`src/rtl/pipe_ctrl_pkg.sv`:
```
// Shared definitions for the five-stage pipeline sequencing controller:
// controller state encoding, drain default and the opcodes it cares about.
package pipe_ctrl_pkg;

   typedef enum logic [1:0] {
      RUN    = 2'd0,
      DRAIN  = 2'd1,
      HALTED = 2'd2
   } ctrl_state_t;

   // EX, MEM and WB must empty before the core counts as halted.
   localparam int DRAIN_CYCLES_DEF = 3;

   localparam logic [3:0] OP_HLT = 4'b1111;
   localparam logic [3:0] OP_LW  = 4'b1000;

endpackage

```
`src/rtl/pipe_perf_cnt.sv`:
```
// Saturating event counter used for the controller performance statistics.
module pipe_perf_cnt #(
   parameter int W = 16
) (
   input  logic         clk,
   input  logic         rst_n,
   input  logic         inc,
   output logic [W-1:0] cnt
);

   // Count enabled events and stick at all-ones instead of wrapping.
   always_ff @(posedge clk or negedge rst_n) begin
      if (!rst_n)
         cnt <= '0;
      else if (inc && (cnt != '1))
         cnt <= cnt + W'(1);
   end

endmodule

```
`src/rtl/pipe_hazard_ctrl.sv`:
```
// Pipeline sequencing controller: load-use stalls, branch redirects,
// memory-busy freezes and halt drain for the five-stage core.
// Optional build macro PIPE_CTRL_PERF_EN adds stall/flush counters.
module pipe_hazard_ctrl
   import pipe_ctrl_pkg::*;
#(
   parameter int DRAIN_CYCLES = DRAIN_CYCLES_DEF,
   parameter int PERF_W       = 16
) (
   input  logic       clk,
   input  logic       rst_n,
   input  logic [3:0] id_rs_reg,
   input  logic [3:0] id_rt_reg,
   input  logic       id_rs_used,
   input  logic       id_rt_used,
   input  logic       id_hlt,
   input  logic       id_branch_taken,
   input  logic [3:0] ex_rd,
   input  logic       ex_memread,
   input  logic       ex_WriteReg,
   input  logic       if_busy,
   input  logic       mem_busy,
   output logic       pc_wen,
   output logic       if_id_stall_n,
   output logic       id_ex_stall_n,
   output logic       ex_mem_stall_n,
   output logic       mem_wb_stall_n,
   output logic       if_id_flush,
   output logic       id_ex_flush,
   output logic       halted
`ifdef PIPE_CTRL_PERF_EN
   ,
   output logic [PERF_W-1:0] perf_stall_cnt,
   output logic [PERF_W-1:0] perf_flush_cnt
`endif
);

   localparam int CNT_W = (DRAIN_CYCLES < 2) ? 1 : $clog2(DRAIN_CYCLES + 1);

   ctrl_state_t      state;
   logic [CNT_W-1:0] drain_cnt;
   logic             lu;

   // Load in EX feeding a register the ID instruction actually reads.
   always_comb begin
      lu = ex_memread && ex_WriteReg && (ex_rd != 4'd0) &&
           ((id_rs_used && (id_rs_reg == ex_rd)) ||
            (id_rt_used && (id_rt_reg == ex_rd)));
   end

   // Run/drain/halt sequencing; the drain count stalls with a frozen pipe.
   always_ff @(posedge clk or negedge rst_n) begin
      if (!rst_n) begin
         state     <= RUN;
         drain_cnt <= '0;
      end else begin
         case (state)
            RUN: begin
               if (id_hlt && !mem_busy && !lu) begin
                  state     <= DRAIN;
                  drain_cnt <= CNT_W'(DRAIN_CYCLES);
               end
            end
            DRAIN: begin
               if (!mem_busy) begin
                  drain_cnt <= drain_cnt - CNT_W'(1);
                  if (drain_cnt == CNT_W'(1))
                     state <= HALTED;
               end
            end
            HALTED: ;
            default: state <= RUN;
         endcase
      end
   end

   // Zero-latency pipeline-register controls, highest priority first.
   always_comb begin
      pc_wen         = 1'b1;
      if_id_stall_n  = 1'b1;
      id_ex_stall_n  = 1'b1;
      ex_mem_stall_n = 1'b1;
      mem_wb_stall_n = 1'b1;
      if_id_flush    = 1'b0;
      id_ex_flush    = 1'b0;
      halted         = 1'b0;
      if (!rst_n) begin
         // Hold fetch and keep bubbles flowing while reset is applied.
         pc_wen      = 1'b0;
         if_id_flush = 1'b1;
         id_ex_flush = 1'b1;
      end else if (state == HALTED) begin
         pc_wen         = 1'b0;
         if_id_stall_n  = 1'b0;
         id_ex_stall_n  = 1'b0;
         ex_mem_stall_n = 1'b0;
         mem_wb_stall_n = 1'b0;
         halted         = 1'b1;
      end else if (mem_busy) begin
         pc_wen         = 1'b0;
         if_id_stall_n  = 1'b0;
         id_ex_stall_n  = 1'b0;
         ex_mem_stall_n = 1'b0;
         mem_wb_stall_n = 1'b0;
      end else if (state == DRAIN) begin
         // Nothing new may enter behind the HLT; branches are ignored here.
         pc_wen      = 1'b0;
         if_id_flush = 1'b1;
      end else if (lu) begin
         pc_wen        = 1'b0;
         if_id_stall_n = 1'b0;
         id_ex_flush   = 1'b1;
      end else if (id_branch_taken) begin
         if_id_flush = 1'b1;
      end else if (if_busy) begin
         pc_wen      = 1'b0;
         if_id_flush = 1'b1;
      end
   end

`ifdef PIPE_CTRL_PERF_EN
   logic stall_inc;
   logic flush_inc;

   // Event qualifiers; both counters freeze once the core has halted.
   always_comb begin
      stall_inc = rst_n && (state == RUN) && !pc_wen;
      flush_inc = rst_n && (state != HALTED) && (if_id_flush || id_ex_flush);
   end

   pipe_perf_cnt #(.W(PERF_W)) u_stall_cnt (
      .clk   (clk),
      .rst_n (rst_n),
      .inc   (stall_inc),
      .cnt   (perf_stall_cnt)
   );

   pipe_perf_cnt #(.W(PERF_W)) u_flush_cnt (
      .clk   (clk),
      .rst_n (rst_n),
      .inc   (flush_inc),
      .cnt   (perf_flush_cnt)
   );
`endif

endmodule

```
`config.mk`:
```
export PLATFORM = sky130hd
export DESIGN_NAME = pipe_hazard_ctrl
export DESIGN_NICKNAME = d
export VERILOG_FILES = /design/src/rtl/pipe_ctrl_pkg.sv /design/src/rtl/pipe_perf_cnt.sv /design/src/rtl/pipe_hazard_ctrl.sv
export SDC_FILE = /design/constraint.sdc
export NUM_CORES = 1
export LEC_CHECK = 0
export BUFFER_PORTS_ARGS = -buffer_cell sky130_fd_sc_hd__buf_2
export CORE_AREA = 2 2 39 41
export CTS_CLUSTER_SIZE = 30
export DETAILED_ROUTE_END_ITERATION = 6
export DIE_AREA = 0 0 41 43
export GPL_ROUTABILITY_DRIVEN = 1
export SYNTH_ARGS = -nofsm -noshare
export SYNTH_HDL_FRONTEND = slang
export SYNTH_SLANG_ARGS = --single-unit
export TNS_END_PERCENT = 100
```
`constraint.sdc`:
```
create_clock -name clk -period 1.4 [get_ports clk]
set_input_delay 0.07 -clock clk [delete_from_list [all_inputs] [get_ports clk]]
set_output_delay 0.07 -clock clk [all_outputs]
set_load 0.1 [all_outputs]
```
# ---- Yosys cells after proc, flatten, opt, wreduce, memory -nomap -nowiden
# Index checks and enable logic that the tools add are counted.
dict set report classes {
  reduce_logical 15
  muxes 36
  n_addsub 1
  eq_ne 8
  n_bitwise 1
}
# op count
set op_table {}
lappend op_table {{$mux W1} 29}
lappend op_table {{$mux W2} 5}
lappend op_table {{$eq A4 B4 Y1} 2}
lappend op_table {{$logic_and A1 B1 Y1} 7}
lappend op_table {{$ne A2 B2 Y1 const B} 3}
lappend op_table {{$pmux W2 S3} 1}
lappend op_table {{$eq A2 B1 Y1 const B} 2}
lappend op_table {{$pmux W2 S2} 1}
lappend op_table {{$reduce_and A4 Y1} 1}
lappend op_table {{$reduce_bool A4 Y1} 1}
lappend op_table {{$reduce_and A3 Y1} 1}
lappend op_table {{$eq A2 B2 Y1 const B} 1}
lappend op_table {{$logic_not A1 Y1} 2}
lappend op_table {{$logic_not A2 Y1} 1}
lappend op_table {{$reduce_bool A2 Y1} 1}
lappend op_table {{$sub A2 B1 Y2 const B} 1}
lappend op_table {{$logic_or A1 B1 Y1} 1}
lappend op_table {{$not A1 Y1} 1}
dict set report word_totals {
  wordCells 63
  output_inout_bits 8
  reg_bits 4
}

# ---- Longest topological paths before layout
# Gate-level depths: netlist of run 1.
dict set report logic_depth {
  word_depth 9
  mapped_depth 5
  ltp_nobuf 5
}

# ---- Worst setup path before layout of run 1
# OpenSTA, ideal clock, no wires.
dict set report synth_timing {
  path_kind {register to output}
  from {register state[1]}
  to {output if_id_flush}
  slack_ns -2.640
  path_buffers 0
  path_stages_with_launch 5
  arrival_time_ns 3.970
  cell_sequence {dfrtp_1 -> nor2b_1 -> o21ai_0 -> o31a_1 -> o21a_1}
}
dict set report synth_between {
  elab_chain_len 5
}
# element line
set synth_lines {}
lappend synth_lines {{start, declared} pipe_hazard_ctrl.sv:40} ;# ctrl_state_t state;
lappend synth_lines {{start signal, assigned} pipe_hazard_ctrl.sv:54} ;# state <= RUN;
lappend synth_lines {{start signal, assigned} pipe_hazard_ctrl.sv:60} ;# state <= DRAIN;
lappend synth_lines {{start signal, assigned} pipe_hazard_ctrl.sv:68} ;# state <= HALTED;
lappend synth_lines {{$eq A2 B1 Y1} pipe_hazard_ctrl.sv:105} ;# end else if (state == DRAIN) begin
lappend synth_lines {{$mux W1} pipe_hazard_ctrl.sv:105}
lappend synth_lines {{$mux W1} pipe_hazard_ctrl.sv:99} ;# end else if (mem_busy) begin
lappend synth_lines {{$mux W1 (*)} pipe_hazard_ctrl.sv:92} ;# end else if (state == HALTED) begin
lappend synth_lines {{$mux W1 (*)} pipe_hazard_ctrl.sv:87} ;# if (!rst_n) begin
lappend synth_lines {{end, declared} pipe_hazard_ctrl.sv:28} ;# output logic if_id_flush,
# Mark *: on every way between the ends. The rest lies on a longest branch, timed or not.

# ---- Worst setup path after layout of run 1
# Ends and elaborated chain as after synthesis.

==> results.cfg, run 1 <==
[outcome]
failed_checks = negative setup slack
outcome = finished with violations

[worst_hold_path]
hp-class = primary input to flop

[pwr]
ir_drop_mv = 0.527
finalPower_uw = 1320
power_frac_clock_pct = 12.6
switching_share_pct = 46.3
power_density_nw_per_um2 = 1440
p_comb_share_pct = 69.3
p_int_uw = 706
power.switching_uw = 609
seqPwrFrac_pct = 18.1
p_leak_uw = 0.000418

[worst_setup_path]
cp-start-kind = flop
critPathRequiredTime_ns = 1.33
critPathMaxFanout = 4
worstSetupEndpointType = output port
criticalPathCategory = flop to output port
worstPathArrival_ns = 1.41

[timing]
finClkSkew_ns = 0.00797
min_period_ns = 1.48
slew_headroom_pct = 80.0
finalWorstSetupSlack_ns = -0.0846
rsz0062_at_grt = true
period_share_pct = 106
tightest_slew_ns = 0.299
setup_viol = 5
finalMaxSlewViolations = 0
whs_ns = 0.149
hold_viol = 0
fmax_ghz = 0.674
finalSetupTns_ns = -0.271

[clock_network]
path_clk_slew_ns = 0.05
clock-root-buffer = clkbuf_4
clock_latency_ns = 0.24
htreeDepth = 1
cts_sinks = 4
clockBufferDepth = 2
cts_tree = yes
cts-buffers-inserted = 3

[final_layout]
nNetsFinal = 117
fin_util_pct = 65.8
area_growth_pct = 116
filler_cell_count = 101
regArea_um2 = 101
n_antenna_cell = 0
layout-drive-gt1-share_pct = 60.2
multi_input_area_um2 = 370

[floorplan]
design.core.area_um2 = 1380
start_util_pct = 30.5
dieArea_um2 = 1760
ios = 30
die_y_um = 43
row_count = 14
die_w_um = 41

[logic_synthesis]
yosysSeqAreaShare_pct = 23.7
ys_ff_latch = 4
synthCells = 51
syn_area_um2 = 422
yosysWarnings = 0
syn_avg_cell_area_um2 = 8.27
syn_nets = 74
synth_cell_types = 26

[placed_design]
port-buffer-count = 29
place_congestion = 0.664
dpl.hpwl_um = 896
pre_cts_slack_ns = -0.144

[grt]
grt-ovfl-total = 0
antenna_found_initial = 0
grt_max_degree = 7
track_usage_pct = 16.9
grt_first_pass_wirelength_um = 2090
grt_pass1_vias = 547

[drt]
routedWlPerCell_um = 11.1
wl_um = 1210
initialDrtViolationCount = 3
via_per_inst = 4.79
firstDrtPassIters = 3
drc_errors = 0
vias = 522
ant_nets = 0

[flow_run]
max_cap_violations = 0
==> worst max-delay path, stage by stage (launching register included) <==
cell,delay [ns]
dfrtp_1,0.39
nor2b_4,0.16
o21ai_4,0.15
o31a_1,0.17
o21a_4,0.13
buf_12,0.16
==> through the flow <==
step	area [um^2]	instances
finish	911	109
CTS	875	109
floorplan	492	51
global placement	774	99
detailed placement	774	99
global route	911	109
==> Yosys cell counts <==
master / instances / area [um^2]
nor2_1: 4 / 15.0
and2_4: 1 / 8.76
a32o_1: 1 / 10.0
xnor2_1: 2 / 17.5
a21oi_1: 2 / 10.0
o21a_1: 2 / 15.0
o21bai_1: 1 / 7.51
o2111a_1: 1 / 11.3
o31a_1: 1 / 8.76
nor3_2: 1 / 10.0
xor2_1: 6 / 52.6
dfrtp_1: 4 / 100
nor2b_1: 3 / 18.8
o21ai_0: 2 / 10.0
nand3_1: 2 / 10.0
ha_1: 1 / 12.5
nor3_1: 2 / 10.0
nand2_1: 3 / 11.3
inv_1: 2 / 7.51
buf_4: 2 / 15.0
nand2b_1: 2 / 12.5
nor4_1: 1 / 6.26
o41ai_2: 1 / 16.3
and2_1: 1 / 6.26
nand4_1: 2 / 12.5
o22ai_1: 1 / 6.26
==> per-layer routing <==
metal	wire length [um]	track usage, %	up-vias	share of wire [%]
li1	-	-	268	-
met3	77	2.09	2	6.4
met2	681	29.7	25	56
met1	434	19.4	227	36
met4	17	6.00	0	1.4
met5	0	0	-	0
==> power by group through the flow <==
| stage | Clock [uW] | Sequential (uW) | Combinational [uW] |
|---|---|---|---|
| finish | 166 | 238 | 911 |
| global route | 183 | 248 | 974 |
| CTS | 167 | 228 | 878 |
| floorplan | 0 | 234 | 534 |
| detailed placement | 0 | 251 | 732 |
| global placement | 0 | 246 | 723 |
==> flip-flops by register name (all words and copies together) (netlist names) <==
register / count
drain_cnt: 2
state: 2
==> cell usage in the layout (no fill, tap or decap), types with 2 or more instances in the layout <==
cell,instances
nand3_1,2
dfrtp_1,3
xor2_1,6
buf_2,16
nand2_1,2
nor2b_4,2
buf_6,6
a21oi_1,2
nand4_1,2
nor2_1,4
buf_12,8
nor3_1,2
buf_4,9
clkbuf_4,3
inv_1,2
xnor2_1,2
o21a_4,2
==> timing repair <==
item                                   CTS  global route
setup endpoints to repair                7             8
hold buffers                             1             0
endpoints found under the hold margin    4             0
pin swaps                                8             3
gates resized for setup                  6             7
setup buffers                            5             0
==> path summary, 6_finish.rpt <==
check,from,to,slack (ns),cells past startpoint
max in group asynchronous,rst_n,state[0],0.85,2
min,id_hlt,drain_cnt[1],0.15,3
min in group asynchronous,rst_n,state[1],0.35,2
max reg2reg,state[1],drain_cnt[1],0.21,5
min reg2reg,drain_cnt[1],drain_cnt[1],0.56,2
max,state[1],if_id_flush,-0.08,5
==> logic make-up (layout without fill, tap and decap cells) <==
logic type | count (synthesis) | count (layout) | synth area share [%]
AOI/OAI and AO/OA | 12 | 12 | 22.6
xor gates and xnor gates | 8 | 8 | 16.6
adders and majority gates | 1 | 1 | 2.97
buffers and inverters | 4 | 46 | 5.34
DFF | 4 | 4 | 23.7
and+or+nand+nor | 22 | 22 | 28.8
==> layout make-up <==
type | instances | area share, %
timing repair buffer | 40 | 42.3
multi-input combinational | 43 | 40.7
sequential | 4 | 11.1
clock buffer | 4 | 2.88
tap | 16 | 2.20
inverter | 2 | 0.824
Power figures use the tool's default switching activity.
==> run 2, diff against run 1 <==
CTS_BUF_LIST = sky130_fd_sc_hd__clkbuf_4   (was unset)
PLACE_DENSITY = 0.64   (was unset)
==> run 2 against run 1 <==
Against the previous run:
- critical path type unchanged
- combinational power shrank 3.4%
- total power shrank 2.4%
- count of clock-buffer cells in the layout is the same
- clock skew grew 0.0023 ns
- maximum frequency grew 2.0%
- largest cell class is now multi-input combinational cells
- first-iteration DRC count grew 33%
- utilization grew 1.2 points
- clock power grew 5%
- the flow still finishes with violations (negative setup slack)
- sequential power shrank 3%
- largest power group unchanged
==> results.cfg, run 2 (synthesis results as in run 1) <==
[worst_setup_path]
worstSetupEndpointType = output port
worstPathArrival_ns = 1.39
cp_cell_sequence = nand2b_1, nand2_2, o31a_1, o21a_4, buf_12
criticalPathCategory = flop to output port
crit_family = flip-flops
startpoint = state[0]
cp-start-kind = flop
cpPeakStageDelay_ns = 0.43
path_depth = 5
critPathRequiredTime_ns = 1.33
slowest_stage = dfrtp_2
critPathBufInv = 1
reg2reg_depth = 5
r2r-start = state[1]
critPathMaxFanout = 4

[clock_network]
clock_latency_ns = 0.24
clockBufferDepth = 2
cts-buffers-inserted = 3
path_clk_slew_ns = 0.04
clock-root-buffer = clkbuf_4
htreeDepth = 1
cts_sinks = 4
cts_tree = yes

[grt]
track_usage_pct = 16.2
grt_first_pass_wirelength_um = 1980
antenna_found_initial = 0
grt_max_degree = 7
grt_pass1_vias = 533
grt-ovfl-total = 0

[timing]
min_period_ns = 1.46
fmax_ghz = 0.687
tightest_slew_ns = 0.312
finalWorstSetupSlack_ns = -0.0555
rsz0062_at_grt = true
slew_headroom_pct = 79.1
hold_viol = 0
period_share_pct = 104
finClkSkew_ns = 0.0103
finalMaxSlewViolations = 0
setup_viol = 4

[final_layout]
layout-drive-gt1-share_pct = 65.3
filler_cell_count = 106
mostFrequentLayoutCells = 18 x buf_2, 14 x buf_4, 8 x buf_12
final_common_cell = buf_2
reg_top3 = drain_cnt: 2 flops, state: 2 flops
regArea_um2 = 101
multi_input_area_um2 = 392
nNetsFinal = 119
n_antenna_cell = 0
area_growth_pct = 120
layoutNonFillerInstCount = 111

[drt]
wl_um = 1190
routedWlPerCell_um = 10.7
ant_nets = 0
vias = 548
initialDrtViolationCount = 4
firstDrtPassIters = 2
drc_errors = 0
via_per_inst = 4.94

[worst_hold_path]
holdCritStartpoint = id_hlt
hp-class = primary input to flop
whs_path_depth = 3

[pwr]
power_density_nw_per_um2 = 1380
p_leak_uw = 0.000425
finalPower_uw = 1280
ir_drop_mv = 0.796

[floorplan]
start_util_pct = 30.5
die_w_um = 41
die_y_um = 43
row_count = 14
dieArea_um2 = 1760
design.core.area_um2 = 1380
ios = 30

[outcome]
outcome = finished with violations
failed_checks = negative setup slack

[placed_design]
dp_cells = 98
dpl.hpwl_um = 918
place_congestion = 0.705
port-buffer-count = 29

[flow_run]
max_cap_violations = 0
==> run 2: layout make-up <==
type,instances,share of cell area [%]
Clock buffer,4,3.24
Inverter,2,0.810
Multi-Input combinational cell,43,42.2
Sequential cell,4,10.9
Tap cell,16,2.16
Timing Repair Buffer,42,40.6
==> run 2: power by group <==
| part | total, uW | internal, uW | switching, uW |
|---|---|---|---|
| registers | 230 | 175 | 55.1 |
| logic | 880 | 392 | 489 |
| clock network | 174 | 126 | 47.4 |
| total | 1280 | 693 | 591 |
==> run 2: worst paths after layout <==
kind                           endpoint  slack [ns]
setup / recovery            if_id_flush       -0.06
hold / removal             drain_cnt[0]        0.14
setup reg to reg           drain_cnt[1]        0.21
hold reg to reg            drain_cnt[1]        0.58
max in group asynchronous      state[0]        0.87
min in group asynchronous      state[1]        0.34
==> run 2: routing by layer <==
layer	track usage, %	vias up	share of wire [%]
li1	-	270	-
met1	16.3	247	36
met2	29.1	31	55
met3	7.85	0	8.8
met4	2.00	0	0
met5	0	-	0
==> run 2: tightest hold or removal path: stages <==
cell and delay [ns]:
buf_2 0.12, nand3_4 0.08, a21oi_2 0.05
==> run 2: repair_timing <==
item / in CTS / in global routing
hold buffers: 1 / 0
endpoints found under the hold margin: 4 / 0
pin swaps: 9 / 5
setup endpoints to repair: 7 / 9
resized for setup: 7 / 6
gates cloned: 0 / 0
setup buffers: 9 / 0
==> run 2: stage by stage <==
step | setup TNS (ns) | area, um^2 | hold WS [ns] | utilization [%] | setup slack [ns]
floorplan | -1.76 | 492 | -0.226 | - | -0.509
global placement | -0.266 | 767 | -0.0555 | 55.4 | -0.118
detailed placement | -0.342 | 767 | -0.0543 | 55.4 | -0.138
CTS | -0.240 | 902 | 0.0992 | 65.2 | -0.0723
global route | -0.507 | 927 | 0.125 | 67.0 | -0.127
finish | -0.164 | 927 | 0.136 | 67.0 | -0.0555
==> run 3, diff against run 2 <==
RECOVER_POWER = 100   (was unset)
==> run 3 against run 2 <==
Against the previous run:
- the run still ends with negative setup slack left
- die area stayed put
- total power down 0.78%
- routed wire length is 0.50% lower
- non-clock buffer count unchanged
- largest power group unchanged
- sequential share of layout area up 0.12 points
- clock skew unchanged
- setup slack gained 0.0028 ns
==> results.cfg, run 3 (synthesis results as in run 1) <==
[worst_setup_path]
cpPeakStageDelay_ns = 0.38
regToRegEndpoint = drain_cnt[1]
reg2reg_depth = 5
cp-start-kind = flop
ff2ff_setup_slack_ns = 0.21
worstPathArrival_ns = 1.38
crit_family = compound AO/OA/AOI/OAI gates
slowest_stage = dfrtp_1
critPathBufInv = 1
critPathMaxFanout = 5
worstSetupEndpointType = output port
critPathRequiredTime_ns = 1.33
r2r-start = state[1]
criticalPathCategory = flop to output port
cp_cell_sequence = nor2b_4, o21ai_4, o31a_1, o21a_4, buf_12

[pwr]
p_leak_uw = 0.000423
power_density_nw_per_um2 = 1390
finalPower_uw = 1270
ir_drop_mv = 0.796

[grt]
grt_pass1_vias = 533
grt-ovfl-total = 0
grt_first_pass_wirelength_um = 1980
track_usage_pct = 16.2
antenna_found_initial = 0
grt_max_degree = 7

[final_layout]
mostFrequentLayoutCells = 18 x buf_2, 12 x buf_4, 7 x buf_12
final_common_cell = buf_2
final_cell_area_um2 = 917
reg_top3 = drain_cnt: 2 flops, state: 2 flops
area_growth_pct = 118
layout-drive-gt1-share_pct = 64.2
n_antenna_cell = 0
nNetsFinal = 119

[outcome]
outcome = finished with violations
failed_checks = negative setup slack

[floorplan]
start_util_pct = 30.5
dieArea_um2 = 1760
row_count = 14
die_w_um = 41
design.core.area_um2 = 1380
ios = 30
die_y_um = 43

[worst_hold_path]
min_to = drain_cnt[0]
whs_path_depth = 3
holdCritStartpoint = id_hlt
hp-class = primary input to flop

[drt]
m1WireLength_um = 423
ant_nets = 0
initialDrtViolationCount = 4
wl_um = 1190
met2WireLength_um = 656
top_layer_used = met3
drc_errors = 0
routedWlPerCell_um = 10.7
wl_met3_um = 107
vias = 548
via_per_inst = 4.94
firstDrtPassIters = 2

[timing]
finalWorstSetupSlack_ns = -0.0527
slew_headroom_pct = 79.1
tightest_slew_ns = 0.312
hold_viol = 0
finalSetupTns_ns = -0.167
finClkSkew_ns = 0.0103
min_period_ns = 1.45
setup_viol = 4
finalMaxSlewViolations = 0
period_share_pct = 104
whs_ns = 0.136
rsz0062_at_grt = true
fmax_ghz = 0.688

[flow_run]
max_cap_violations = 0

[clock_network]
clock_latency_ns = 0.24
cts_sinks = 4
clockBufferDepth = 2
htreeDepth = 1
clock-root-buffer = clkbuf_4
path_clk_slew_ns = 0.04
cts-buffers-inserted = 3
cts_tree = yes

[placed_design]
port-buffer-count = 29
placed_cell_area_um2 = 767
dpl.hpwl_um = 918
place_congestion = 0.705
pre_cts_slack_ns = -0.138
==> run 3: worst reg2reg max path, cell delays in order, from the launching register on <==
cell	delay, ns
dfrtp_1	0.38
buf_4	0.15
nor2_1	0.24
nand2_1	0.09
o22ai_1	0.14
a21oi_1	0.06
==> run 3: per-layer routing <==
metal / track usage [%] / vias up
met5: 0 / -
met4: 2.00 / 0
met3: 7.85 / 0
met2: 29.1 / 31
met1: 16.3 / 247
li1: - / 270
==> run 3: worst max path at each step <==
stage / from / to / slack (ns) / depth (start not counted)
CTS: state[1] / id_ex_flush / -0.07 / 3
global route: state[1] / if_id_flush / -0.13 / 5
global placement: ex_rd[0] / id_ex_flush / -0.12 / 7
floorplan: ex_rd[0] / id_ex_flush / -0.51 / 5
finish: state[1] / if_id_flush / -0.05 / 5
detailed placement: ex_rd[0] / id_ex_flush / -0.14 / 7
==> run 3: timing repair <==
item                       in CTS  in global routing
setup endpoints to repair       7                  9
hold buffers                    1                  0
setup buffers                   9                  0
hold endpoints to repair        4                  0
resized for setup               7                  6
pin swaps                       9                  5
gates cloned                    0                  0
==> run 3: final cells by class <==
| class | count | area, um^2 |
|---|---|---|
| fill | 108 | 467 |
| multi-input combinational | 43 | 387 |
| timing repair buffer | 42 | 372 |
| sequential | 4 | 101 |
| clock buffer | 4 | 30.0 |
| tap | 16 | 20.0 |
| inverter | 2 | 7.51 |
==> run 3: report_power, final <==
group	total [uW]	internal (uW)	leakage, uW	switching [uW]
logic	871	385	0.000359	486
clock network	174	126	0.0000184	47.4
registers	230	175	0.0000462	55.1
==> run 3: per-stage QoR <==
step	instances	utilization (%)
after floorplan	51	-
after global placement	98	55.4
after detailed placement	98	55.4
after CTS	112	65.2
after global routing	111	66.3
final	111	66.3
